### src/rtl/dec_onehot_scan.sv
// Registered N-to-2^N one-hot decoder with hold, direct and up/down scan modes.
// Scan modes step the decoded index every DWELL enabled clocks and pulse wrap on rollover.
module dec_onehot_scan #(
    parameter int N     = 4,
    parameter int DWELL = 3
) (
    input  logic               clk,
    input  logic               rst_n,
    input  logic               en,
    input  logic [1:0]         mode,
    input  logic [N-1:0]       i,
    input  logic               load,
    output logic [2**N-1:0]    y,
    output logic [N-1:0]       idx,
    output logic               valid,
    output logic               wrap
);

    localparam int W  = 2 ** N;
    localparam int CW = (DWELL > 1) ? $clog2(DWELL) : 1;
    localparam logic [CW-1:0] CNT_LAST = CW'(DWELL - 1);
    localparam logic [W-1:0]  ONE_HOT0 = W'(1);

    typedef enum logic [1:0] {
        HOLD      = 2'b00,
        DIRECT    = 2'b01,
        SCAN_UP   = 2'b10,
        SCAN_DOWN = 2'b11
    } mode_e;

    mode_e         mode_cur;
    mode_e         prev_mode_q;
    logic [CW-1:0] cnt_q;
    logic [CW-1:0] cnt_next;
    logic [N-1:0]  idx_next;
    logic          wrap_next;
    logic          restart;

    assign mode_cur = mode_e'(mode);

    // A mode change or the first cycle after being disabled restarts the dwell
    // without stepping, so every scan position gets a full DWELL.
    assign restart = (mode_cur != prev_mode_q) || !valid;

    always_comb begin
        // NOTE: every signal gets a default first so no path leaves it unassigned (no latch).
        idx_next  = idx;
        cnt_next  = cnt_q;
        wrap_next = 1'b0;
        case (mode_cur)
            DIRECT: begin
                idx_next = i;
                cnt_next = '0;
            end
            HOLD: begin
                if (restart) cnt_next = '0;
            end
            SCAN_UP, SCAN_DOWN: begin
                if (load) begin
                    idx_next = i;
                    cnt_next = '0;
                end else if (restart) begin
                    cnt_next = '0;
                end else if (cnt_q == CNT_LAST) begin
                    cnt_next = '0;
                    if (mode_cur == SCAN_UP) begin
                        idx_next  = idx + N'(1);
                        wrap_next = (idx == '1);
                    end else begin
                        idx_next  = idx - N'(1);
                        wrap_next = (idx == '0);
                    end
                end else begin
                    cnt_next = cnt_q + CW'(1);
                end
            end
        endcase
    end

    always_ff @(posedge clk or negedge rst_n) begin
        if (!rst_n) begin
            y           <= '0;
            idx         <= '0;
            valid       <= 1'b0;
            wrap        <= 1'b0;
            cnt_q       <= '0;
            prev_mode_q <= HOLD;
        end else begin
            // NOTE: non-blocking assignments so every register samples pre-edge values.
            prev_mode_q <= mode_cur;
            if (!en) begin
                y     <= '0;
                valid <= 1'b0;
                wrap  <= 1'b0;
                cnt_q <= '0;
            end else begin
                y     <= ONE_HOT0 << idx_next;
                idx   <= idx_next;
                valid <= 1'b1;
                wrap  <= wrap_next;
                cnt_q <= cnt_next;
            end
        end
    end

endmodule

### config.mk
export PLATFORM = sky130hd
export DESIGN_NAME = dec_onehot_scan
export DESIGN_NICKNAME = d
export VERILOG_FILES = /design/src/rtl/dec_onehot_scan.sv
export SDC_FILE = /design/constraint.sdc
export NUM_CORES = 1
export LEC_CHECK = 0
export CAP_MARGIN = 20
export CORE_MARGIN = 1
export CORE_UTILIZATION = 60
export DETAILED_ROUTE_END_ITERATION = 10
export DONT_BUFFER_PORTS = 1
export GPL_ROUTABILITY_DRIVEN = 0
export HOLD_SLACK_MARGIN = 0.06
export PLACE_DENSITY_LB_ADDON = 0.3
export SYNTH_ARGS = -nofsm -noshare
export SYNTH_HDL_FRONTEND = slang
export SYNTH_SLANG_ARGS = --single-unit
### constraint.sdc
create_clock -name clk -period 3 [get_ports clk]
set_clock_uncertainty 0.05 [all_clocks]
set_input_delay 0.6 -clock clk [delete_from_list [all_inputs] [get_ports clk]]
set_output_delay 0.6 -clock clk [all_outputs]
set_load 0.03 [all_outputs]
==> summary by stage <==
Worst setup path
Broken down by cell family, the worst path's largest delay share belongs to compound AO/OA/AOI/OAI gates. The number of buffers and inverters on the critical path is 1. The count of cells along the worst register-to-register path is 7. The type of the worst setup path is reg -> reg. In this run the worst path has a maximum fanout of 9. The path length in cells of the critical path is 7. The kind of end point of the critical path is a register. The type of origin of the critical path is a register. On the worst path, the slowest cell contributes a delay of 0.55 ns. Traced cell by cell, the critical path runs through buf_4 > ha_1 > nand3_1 > and3_1 > o2111a_1 > a2111o_1 > nor3_1. Data on the critical path is required at its endpoint by 3.17 ns. The library cell contributing the largest single delay on the critical path is sky130_fd_sc_hd__a2111o_1. The worst endpoint data arrival time is 2.62 ns.

Global routing
The pin count of the biggest net entering global routing is 27. The global-route usage over all layers is 27.49%. The first global-routing pass estimated 4850 um of wire.

The via count of the first global-routing pass is 958. Summed over all layers, the global routing overflow is 0. The number of antenna violations at the first check in global routing is 0.

Pwr
In this run the static leakage power is 0.6272 nW. The switching share of total power is 30.59%. Dividing total power by cell area gives a power density of 566.5 nW/um2. The clock network is responsible for 29.3% of the overall power. The internal power of the cells is 0.0005658 W. The part of the total power dissipated in sequential elements is 49.5%. Across the VDD grid, the largest voltage drop is 0.3176 mV. For this design the total switching power over the nets is 0.0002494 W. The combinational share of power is 21.1%.

Synth
Synthesis produced a netlist with a net count of 140. In this run the cell area of the synthesized design comes to 1316 um2. The flop and latch count out of synthesis is 26. The fraction of the yosys area taken by sequential cells is 49.43%.

A synthesized cell averages 10.36 um2. Yosys printed 0 warnings. Synthesis produced a netlist whose cell count is 127. The distinct cell type count after synthesis is 41.

Place
The count of buffers added on input and output ports is 0. The placed instances occupy a cell area of 1349 um2. The total half-perimeter wirelength after legalization and detailed placement is 2091 um. At the placement stage, the worst setup path has a slack of 0.3679 ns.

Clocking
The clock reaches the later pin of the worst-skew pair after 0.32 ns. The number of setup buffers added after CTS is 0. TritonCTS built the clock tree.

The hold buffer count at CTS is 1. The maximum count of clock buffers along a single path is 2. The clock net in this run drives a total of 26 sinks.

Clock-pin slew was measured on the worst setup and hold paths at 0.14 ns. The number of gates resized after CTS was 0. The H-tree depth reported by CTS is 1. The number of buffers added by the clock tree synthesis step is 3. The root buffer cell chosen for the clock tree is sky130_fd_sc_hd__clkbuf_4.

Floorplanning
The floorplan step defined a die boundary enclosing 2385 um2. The top-level I/O count is 32. The floorplan step set the die width to 48.84 um. The area of the core region is 2002 um2. The die outline height is 48.84 um.

Once the floorplan was initialized, standard cells occupied 65.75% of the core. The row count is 16.

Hold path
In this run the worst hold path is classified as in -> reg. Along the worst hold path, the cell count comes to 0.

Finish
The post-route cell area is 1439 um2. Of the cells placed in the final design, the portion with a size suffix greater than 1 is 14.29%. Cells fill 71.88% of the core in the end. The number of diodes is 0. The synthesis-to-layout area growth is 9.316%. The final layout contains 147 nets.

Detailed routing
The average vias per placed instance is 6.513. The detailed-router iteration count before antenna repair is 4. The residual antenna-violating net count after detailed routing is 0. The total vias in the final route is 1042. The final routed DRC violation total is 0. The routed length per placed instance is 18.95 um. The final layout contains routed wiring with a total length of 3032 um.

The initial DRC count is 23.

Flow run
The reported max-cap violation count is 0.

Timing
Timing would allow up to 0.4076 GHz. The total negative slack for setup checks is 0 ns. The number of endpoints failing setup at the final stage is 0. The routed design could run at a clock period as short as 2.453 ns. The worst hold margin is 0.2388 ns. For the pin with the worst max-slew slack, the measured transition is 0.5623 ns. Setup repair after global routing left no endpoint under its margin. Setup slack closes at 0.5469 ns.

The max-slew violation count is 0. Headroom to the max-slew limit came out at 62.44%. The hold violation count in the final report was 0. The period utilization is 81.77%.

Run status
The run finished with clean final reports.
[through the flow]
step           power (W)  std cells
6_report       0.0008151        160
2_1_floorplan  0.0005317        127
3_3_place_gp   0.0005585        154
5_1_grt        0.0008509        160
3_5_place_dp   0.0005666        154
4_1_cts        0.0008050        159
[flip-flops by register name, summed over array words and instances (netlist names)]
signal,count
wrap,1
cnt_q,2
prev_mode_q,2
y,16
idx,4
valid,1
[worst reg2reg max path: cells and delay by family (launching register included)]
kind                       cells  cell delay [ns]
DFF                            1             0.41
adders and majority gates      1             0.29
buffers and inverters          1             0.19
and+or+nand+nor                3             0.60
AOI/OAI and AO/OA              2             0.81
[logic make-up after synthesis]
kind of cell / Yosys count / share of synthesized area (%)
XOR/XNOR: 5 / 3.898
AO/OA/AOI/OAI: 28 / 14.73
flip-flops: 26 / 49.43
AND/OR/NAND/NOR: 50 / 21.29
adder cells (fa/ha/maj): 3 / 3.422
multiplexers: 3 / 2.566
buffers and inverters: 12 / 4.657
[layout make-up]
class                   count  area [um2]
flip-flops and latches     26       650.6
multi-input cells          89       604.3
fillers                   142       563.0
repair buffers              6       67.56
well taps                  27       33.78
clock inverters             1       30.03
inverters                   8       30.03
clock buffers               3       22.52
[metal layers]
metal	vias up	share of wire, %	global-route usage (%)
met5	-	0	0
met4	0	1.9	8.333
met3	6	6.8	4.673
met2	51	52	44.91
met1	508	39	37.66
li1	477	-	-
[power by group through the flow]
stage	logic, W	clock network (W)	registers (W)
CTS	0.000166	0.000236	0.000403
floorplan	0.000108	0	0.000424
global route	0.000191	0.000253	0.000406
global placement	0.000149	0	0.000409
finish	0.000172	0.000239	0.000404
detailed placement	0.000157	0	0.000410
[placed cells by master, fill, tap and decap left out, types with 4 or more instances in the layout]
cell / count
sky130_fd_sc_hd__a21oi_1: 6
sky130_fd_sc_hd__buf_4: 4
sky130_fd_sc_hd__dfrtp_1: 26
sky130_fd_sc_hd__inv_1: 8
sky130_fd_sc_hd__nand2_1: 6
sky130_fd_sc_hd__nand2b_1: 4
sky130_fd_sc_hd__nand4_1: 4
sky130_fd_sc_hd__nor2_1: 8
sky130_fd_sc_hd__nor3_1: 15
sky130_fd_sc_hd__o21ai_0: 5
[synth_stat cells (all sizes together)]
master	instances	area, um2
o22ai	3	18.77
buf	3	27.52
a22oi	1	7.510
o21ai	6	30.02
nand2	6	22.52
o31ai	3	22.52
mux2	3	33.78
ha	2	25.02
a211oi	1	12.51
a2111o	1	11.26
nand3b	2	15.01
and3	1	6.260
or2	1	6.260
clkbuf	1	3.750
nand3	1	5.000
xor2	2	25.03
nand4	4	25.02
a311oi	1	8.760
nand2b	5	38.78
and3b	1	8.760
a21oi	6	30.03
fa	1	20.02
inv	8	30.03
a21o	1	7.510
or4	1	7.510
nor4	2	12.51
o2111a	1	11.26
nor2	8	30.03
a31oi	3	25.02
dfrtp	26	650.6
a31o	1	8.760
nor3b	1	7.510
xnor2	3	26.28
nor3	17	95.09
[path summary, 6_finish.rpt]
path / startpoint / end / slack, ns
worst max-delay path: idx[1]$_DFFE_PN0P_ / y[13]$_DFF_PN0_ / 0.55
worst min-delay path: en / valid$_DFF_PN0_ / 0.24
worst max register to register: idx[1]$_DFFE_PN0P_ / y[13]$_DFF_PN0_ / 0.55
worst min register to register: idx[1]$_DFFE_PN0P_ / idx[1]$_DFFE_PN0P_ / 0.60
max in group asynchronous: rst_n / y[5]$_DFF_PN0_ / 1.86
min in group asynchronous: rst_n / valid$_DFF_PN0_ / 0.60
Note: power is estimated with default switching activity, not from simulation.
